<file path="config.mk">
export PLATFORM = sky130hd
export DESIGN_NAME = keyproc_rpt
export DESIGN_NICKNAME = d
export VERILOG_FILES = /design/src/rtl/keyproc_rpt.sv
export SDC_FILE = /design/constraint.sdc
export NUM_CORES = 1
export LEC_CHECK = 0
export CAP_MARGIN = 0
export CORE_ASPECT_RATIO = 0.5
export CORE_MARGIN = 4
export CORE_UTILIZATION = 55
export DETAILED_ROUTE_END_ITERATION = 10
export PLACE_DENSITY = 0.75
export SLEW_MARGIN = 20
export SYNTH_ARGS = -nofsm -noshare
export SYNTH_HDL_FRONTEND = slang
export SYNTH_SLANG_ARGS = --single-unit
</file>
<file path="constraint.sdc">
create_clock -name clk -period 2.8 [get_ports clk]
set_input_delay 0.28 -clock clk [delete_from_list [all_inputs] [get_ports clk]]
set_output_delay 0.28 -clock clk [all_outputs]
set_load 0.1 [all_outputs]
</file>
<file path="src/rtl/keyproc_rpt.sv">
// keyproc_rpt: five-key synchroniser/debouncer, direction decoder with
// auto-repeat and a valid/ready command port. Option: KEYPROC_AUTO_REPEAT_EN.
module keyproc_rpt #(
   parameter int DEB_CYCLES    = 250000,
   parameter int REPEAT_DELAY  = 25000000,
   parameter int REPEAT_PERIOD = 5000000,
   parameter int CMD_W         = 4
) (
   input  logic             clk,
   input  logic             rst_n,
   input  logic [4:0]       keys_raw,
   input  logic             cmd_ready,
   output logic             cmd_valid,
   output logic [CMD_W-1:0] cmd,
   output logic             cmd_overrun,
   output logic             scramble,
   output logic             scramble_pulse
);

   localparam int DW = $clog2(DEB_CYCLES + 1);
   localparam logic [DW-1:0] DEB_LAST = DW'(DEB_CYCLES - 1);

`ifdef KEYPROC_AUTO_REPEAT_EN
   localparam int RMAX = (REPEAT_DELAY > REPEAT_PERIOD) ?
                         REPEAT_DELAY : REPEAT_PERIOD;
   localparam int TW = $clog2(RMAX + 1);
   localparam logic [TW-1:0] T_DLY = TW'(REPEAT_DELAY - 1);
   localparam logic [TW-1:0] T_PER = TW'(REPEAT_PERIOD - 1);
`else
   // Repeat timing has no effect when the timer is left out.
   if (REPEAT_DELAY < 0 || REPEAT_PERIOD < 0) begin : g_rpt_unused
   end
`endif

   typedef enum logic [1:0] {
      S_IDLE,
      S_HOLD,
      S_CHORD
`ifdef KEYPROC_AUTO_REPEAT_EN
      , S_REPEAT
`endif
   } state_t;

   logic [4:0]       r_s1;
   logic [4:0]       r_s2;
   logic [4:0]       r_stab;
   logic [4:0]       w_stab_nxt;
   logic [DW-1:0]    r_cnt [5];
   logic [DW-1:0]    w_cnt_nxt [5];
   logic [2:0]       w_code;
   state_t           r_st;
   state_t           w_st_nxt;
   logic [2:0]       r_last;
   logic [2:0]       w_last_nxt;
   logic             w_issue;
   logic             r_valid;
   logic [CMD_W-1:0] r_cmd;
   logic             r_ovr;
   logic             r_scr;
   logic             r_pulse;
`ifdef KEYPROC_AUTO_REPEAT_EN
   logic [TW-1:0]    r_tmr;
   logic [TW-1:0]    w_tmr_nxt;
`endif

   always_comb begin
      for (int i = 0; i < 5; i++) begin
         w_stab_nxt[i] = r_stab[i];
         w_cnt_nxt[i]  = '0;
         if (r_s2[i] != r_stab[i]) begin
            if (r_cnt[i] == DEB_LAST)
               w_stab_nxt[i] = ~r_stab[i];
            else
               w_cnt_nxt[i] = r_cnt[i] + 1'b1;
         end
      end
   end

   // Decode the value the stable vector takes at this edge.
   always_comb begin
      w_code = 3'd0;
      priority case (1'b1)
         w_stab_nxt[4] & w_stab_nxt[3]: w_code = 3'd5;
         w_stab_nxt[4]:                 w_code = 3'd2;
         w_stab_nxt[3]:                 w_code = 3'd3;
         w_stab_nxt[2]:                 w_code = 3'd1;
         w_stab_nxt[1]:                 w_code = 3'd4;
         default:                       w_code = 3'd0;
      endcase
   end

   always_comb begin
      w_issue    = 1'b0;
      w_st_nxt   = r_st;
      w_last_nxt = r_last;
`ifdef KEYPROC_AUTO_REPEAT_EN
      w_tmr_nxt  = r_tmr;
`endif
      unique case (r_st)
         S_IDLE: begin
            if (w_code != 3'd0) begin
               w_issue    = 1'b1;
               w_last_nxt = w_code;
               w_st_nxt   = (w_code == 3'd5) ? S_CHORD : S_HOLD;
`ifdef KEYPROC_AUTO_REPEAT_EN
               w_tmr_nxt  = '0;
`endif
            end
         end
         S_CHORD: begin
            if (w_code == 3'd0)
               w_st_nxt = S_IDLE;
         end
         default: begin
            if (w_code == 3'd0) begin
               w_st_nxt = S_IDLE;
            end else if (w_code == 3'd5) begin
               w_issue    = 1'b1;
               w_last_nxt = w_code;
               w_st_nxt   = S_CHORD;
            end else if (w_code != r_last) begin
               // A new direction restarts the initial delay.
               w_issue    = 1'b1;
               w_last_nxt = w_code;
               w_st_nxt   = S_HOLD;
`ifdef KEYPROC_AUTO_REPEAT_EN
               w_tmr_nxt  = '0;
            end else if (r_st == S_HOLD && r_tmr == T_DLY) begin
               w_issue   = 1'b1;
               w_st_nxt  = S_REPEAT;
               w_tmr_nxt = '0;
            end else if (r_st == S_REPEAT && r_tmr == T_PER) begin
               w_issue   = 1'b1;
               w_tmr_nxt = '0;
            end else begin
               w_tmr_nxt = r_tmr + 1'b1;
`endif
            end
         end
      endcase
   end

   always_ff @(posedge clk) begin
      if (!rst_n) begin
         r_s1    <= '0;
         r_s2    <= '0;
         r_stab  <= '0;
         for (int i = 0; i < 5; i++)
            r_cnt[i] <= '0;
         r_st    <= S_IDLE;
         r_last  <= '0;
         r_valid <= 1'b0;
         r_cmd   <= '0;
         r_ovr   <= 1'b0;
         r_scr   <= 1'b0;
         r_pulse <= 1'b0;
`ifdef KEYPROC_AUTO_REPEAT_EN
         r_tmr   <= '0;
`endif
      end else begin
         r_s1    <= keys_raw;
         r_s2    <= r_s1;
         r_stab  <= w_stab_nxt;
         for (int i = 0; i < 5; i++)
            r_cnt[i] <= w_cnt_nxt[i];
         r_st    <= w_st_nxt;
         r_last  <= w_last_nxt;
         r_scr   <= r_stab[0];
         r_pulse <= r_stab[0] & ~r_scr;
`ifdef KEYPROC_AUTO_REPEAT_EN
         r_tmr   <= w_tmr_nxt;
`endif
         if (w_issue) begin
            if (!r_valid || cmd_ready) begin
               r_cmd   <= CMD_W'(w_code);
               r_valid <= 1'b1;
            end else begin
               r_ovr <= 1'b1;
            end
         end else if (r_valid && cmd_ready) begin
            r_valid <= 1'b0;
         end
      end
   end

   assign cmd_valid      = r_valid;
   assign cmd            = r_cmd;
   assign cmd_overrun    = r_ovr;
   assign scramble       = r_scr;
   assign scramble_pulse = r_pulse;

endmodule

</file>
==> summary.json <==
{
  "critical_path_endpoint_category": "flop",
  "die_height_microns": 74.9,
  "worst-endpoint-required_ns": 3.08,
  "flop_and_latch_count_out_of_synthesis": 117,
  "power.total_mw": 3.99,
  "hold_path_startpoint": "r_s1[3]$_SDFF_PN0_",
  "yosys.cell_types.count": 46,
  "critPathBufInv": 2,
  "clock-skew-final_ns": 0.0107,
  "rsz0062_at_grt": "yes",
  "antenna_cells": 0,
  "post-route-period-util": 0.987,
  "maximum_buffer_depth_of_the_clock_tree": 2,
  "yosysTopAreaCell": "sky130_fd_sc_hd__dfxtp_1",
  "storage_cell_area_sq_um": 2340,
  "critical_path_arrival_ns": 3.04,
  "number_of_global_route_vias_before_repair": 3853,
  "synth_sequential_area_ratio": 0.475,
  "worst_hold_slack_ns": 0.435,
  "vias": 3876,
  "die_w_microns": 142,
  "max_stage_delay_ns": 0.53,
  "fillCellCount": 632,
  "postSynthNetCount": 567,
  "setup_viol": 0,
  "hold_path_end": "r_s2[3]$_SDFF_PN0_",
  "root_buffer": "sky130_fd_sc_hd__clkbuf_16",
  "r2r_end": "cmd[1]$_SDFFE_PN0P_",
  "met1_length_microns": 4340,
  "min_delay_path_depth": 1,
  "floorplan.initialDensity": 0.566,
  "ys_async_sr_fraction": 0,
  "final_max_slew_viol_count": 0,
  "final_antenna_net_count": 0,
  "area_delta_synth_final_pct": 23.9,
  "synth.top_cells.by_area": "sky130_fd_sc_hd__dfxtp_1 (48%), sky130_fd_sc_hd__nor2_1 (8.8%), sky130_fd_sc_hd__xor2_1 (8.0%)",
  "numClockSinks": 117,
  "worst-setup-path-type": "reg -> reg",
  "register_to_register_path_setup_slack_ns": 0.04,
  "tritoncts": "yes",
  "critical_path.reg2reg.startpoint": "r_cnt[0][82]$_SDFF_PP0_",
  "timing.critical_path.fanout_max": 4,
  "tritoncts.num_buffers": 17,
  "met2WireLength_microns": 4460,
  "final_net_count": 622,
  "synth_enable_flop_cells": 0,
  "critical-path-slowest-cell": "sky130_fd_sc_hd__or4_4",
  "routed_via_density": 5.25,
  "top_signal_layer_used": "met4",
  "wl_microns": 9300,
  "drcViolationCount": 0,
  "clk_pin_slew_ns": 0.05,
  "synth_area_sq_um": 4930,
  "std_cell_rows": 24,
  "grt.total_usage": 0.190,
  "rr_worst_depth": 11,
  "total_leakage_power_nw": 2.21,
  "htree_num_levels": 4,
  "period_minus_slack_ns": 2.76,
  "synthDominantCellAreaShare": 0.475,
  "io_buffers": 14,
  "design.die.area_sq_um": 10600,
  "headroom_to_the_max_slew_limit": 0.542,
  "grt_start_max_net_pins": 23,
  "drt-wirelength-per-cell_microns": 12.6,
  "outcome": "complete, no violations",
  "clock.fmax_mhz": 362,
  "synth_flop_cell": "sky130_fd_sc_hd__dfxtp_1",
  "synth.cells.most_frequent": "sky130_fd_sc_hd__dfxtp_1 (117), sky130_fd_sc_hd__nor2_1 (115), sky130_fd_sc_hd__xor2_1 (45)",
  "finalWeightedCongestion": 0.806,
  "reported_max_cap_violation_count": 0,
  "worstPathCellList": "or4_4 -> nor3_4 -> nand4_2 -> buf_6 -> mux2i_4 -> nor2_2 -> or3_4 -> buf_4 -> a221o_1 -> a21oi_1 -> a311oi_1",
  "syn-mean-instance-area_sq_um": 8.90,
  "synth.most_common_cell": "sky130_fd_sc_hd__dfxtp_1",
  "power.density_nw_per_um2": 654,
  "grt_overflow_total": 0,
  "place_inst": 702,
  "fin_cells": 738,
  "setup_tns_ns": 0,
  "top_level_ports": 16,
  "worst_setup_path_start_kind": "flop",
  "layout.core_utilization": 0.701,
  "initialDrtViolationCount": 152,
  "grt_first_pass_wirelength_microns": 16200,
  "measured_slew_at_the_worst_slew_check_pin_ns": 0.685,
  "floorplan.core_area_sq_um": 8710,
  "cp_top_family": "simple AND/OR/NAND/NOR gates",
  "synth-warning-count": 0,
  "dp_hpwl_microns": 5940,
  "multi_input_comb_area_sq_um": 2550,
  "detail_route.first_pass.iterations": 4,
  "clk_latency_ns": 0.41,
  "power.ir.vdd_worst_uv": 490,
  "share_of_cells_above_drive_strength_1": 0.155,
  "grt_antenna_before_repair": 0,
  "finalHoldViolCount": 0,
  "min_path_type": "reg -> reg",
  "dr_wl_met3_microns": 367,
  "syn-instance-count": 554
}
-- power breakdown --
group | total, mW | switching [mW] | internal [mW]
combinational | 0.0466 | 0.0282 | 0.0185
clock | 2.27 | 0.722 | 1.54
sequential | 1.68 | 0.00465 | 1.68
total | 3.99 | 0.755 | 3.24
-- how the worst max path moves through the flow --
stage          depth (start not counted)                     from  slack (ns)                     end
2_1_floorplan                         10  r_cnt[0][82]$_SDFF_PP0_       0.009     cmd[0]$_SDFFE_PN0P_
3_3_place_gp                           9  r_cnt[0][82]$_SDFF_PP0_       -0.10     cmd[0]$_SDFFE_PN0P_
3_5_place_dp                           9  r_cnt[0][82]$_SDFF_PP0_       -0.16     cmd[0]$_SDFFE_PN0P_
4_1_cts                               11  r_cnt[0][82]$_SDFF_PP0_       0.008  r_last[0]$_SDFFE_PN0P_
5_1_grt                               11  r_cnt[0][82]$_SDFF_PP0_       -0.09  r_last[1]$_SDFFE_PN0P_
6_report                              11  r_cnt[0][82]$_SDFF_PP0_        0.04     cmd[1]$_SDFFE_PN0P_
-- placed cells by master (no fill, tap or decap), types with 3 or more instances in the layout --
cell type	synthesis	layout
sky130_fd_sc_hd__and4_1	5	5
sky130_fd_sc_hd__xnor2_1	39	39
sky130_fd_sc_hd__nand4_1	12	12
sky130_fd_sc_hd__clkdlybuf4s50_1	0	7
sky130_fd_sc_hd__clkbuf_16	0	17
sky130_fd_sc_hd__nor2_1	115	114
sky130_fd_sc_hd__nand3_1	33	33
sky130_fd_sc_hd__and3_1	17	17
sky130_fd_sc_hd__ha_1	5	4
sky130_fd_sc_hd__or3_1	7	6
sky130_fd_sc_hd__a21oi_1	8	7
sky130_fd_sc_hd__mux2i_1	4	4
sky130_fd_sc_hd__nand3b_1	3	3
sky130_fd_sc_hd__a311oi_1	3	3
sky130_fd_sc_hd__buf_4	1	41
sky130_fd_sc_hd__o21ai_0	3	3
sky130_fd_sc_hd__nor3_1	11	10
sky130_fd_sc_hd__clkinv_2	0	5
sky130_fd_sc_hd__xor2_1	45	45
sky130_fd_sc_hd__nor2b_1	5	5
sky130_fd_sc_hd__nor4_1	6	4
sky130_fd_sc_hd__nand2_1	43	43
sky130_fd_sc_hd__inv_1	12	12
sky130_fd_sc_hd__and2_1	16	16
sky130_fd_sc_hd__clkbuf_8	0	3
sky130_fd_sc_hd__nor4b_1	4	3
sky130_fd_sc_hd__bufinv_16	0	4
sky130_fd_sc_hd__dfxtp_1	117	115
-- kinds of logic after synthesis --
| group | count (synthesis) | share of synthesized area |
|---|---|---|
| compound gates | 25 | 0.0327 |
| xor+xnor | 84 | 0.149 |
| fa+ha+maj | 5 | 0.0127 |
| buf+inv | 27 | 0.0228 |
| flops | 117 | 0.475 |
| mux | 7 | 0.0180 |
| other cells | 1 | 0.000761 |
| simple gates | 288 | 0.289 |
-- per-stage QoR --
step	instance area [sq um]	worst slack (ns)
floorplan	4930	0.00909
global placement	5370	-0.102
detailed placement	5370	-0.161
CTS	6020	0.00846
global route	6110	-0.0856
finish	6110	0.0377
-- state kept, by name, summed over array words and instances, names as in the netlist --
register / flops
r_s2: 5
scramble: 1
r_last: 3
r_stab: 5
cmd_overrun: 1
cmd: 3
r_st: 2
cmd_valid: 1
r_s1: 5
scramble_pulse: 1
r_cnt: 90
-- final cells by class --
| cell class | instances | area share |
|---|---|---|
| clock buffers | 21 | 0.0770 |
| clock inverters | 10 | 0.0250 |
| inverters | 12 | 0.00738 |
| multi-input cells | 411 | 0.417 |
| flip-flops and latches | 117 | 0.384 |
| well taps | 117 | 0.0240 |
| repair buffers | 50 | 0.0656 |
-- timing repair --
action	CTS	global route
gates cloned	1	0
endpoints found under the setup margin	8	6
hold buffers	0	0
pin swaps	3	3
resized for setup	3	15
setup buffers	1	3
-- per-layer routing --
layer  up-vias  global-route usage
met3        15              0.0768
met5         -                   0
met1      1839               0.217
met2        53               0.326
li1       1969                   -
met4         0              0.0766
(Power assumes the default switching activity.)
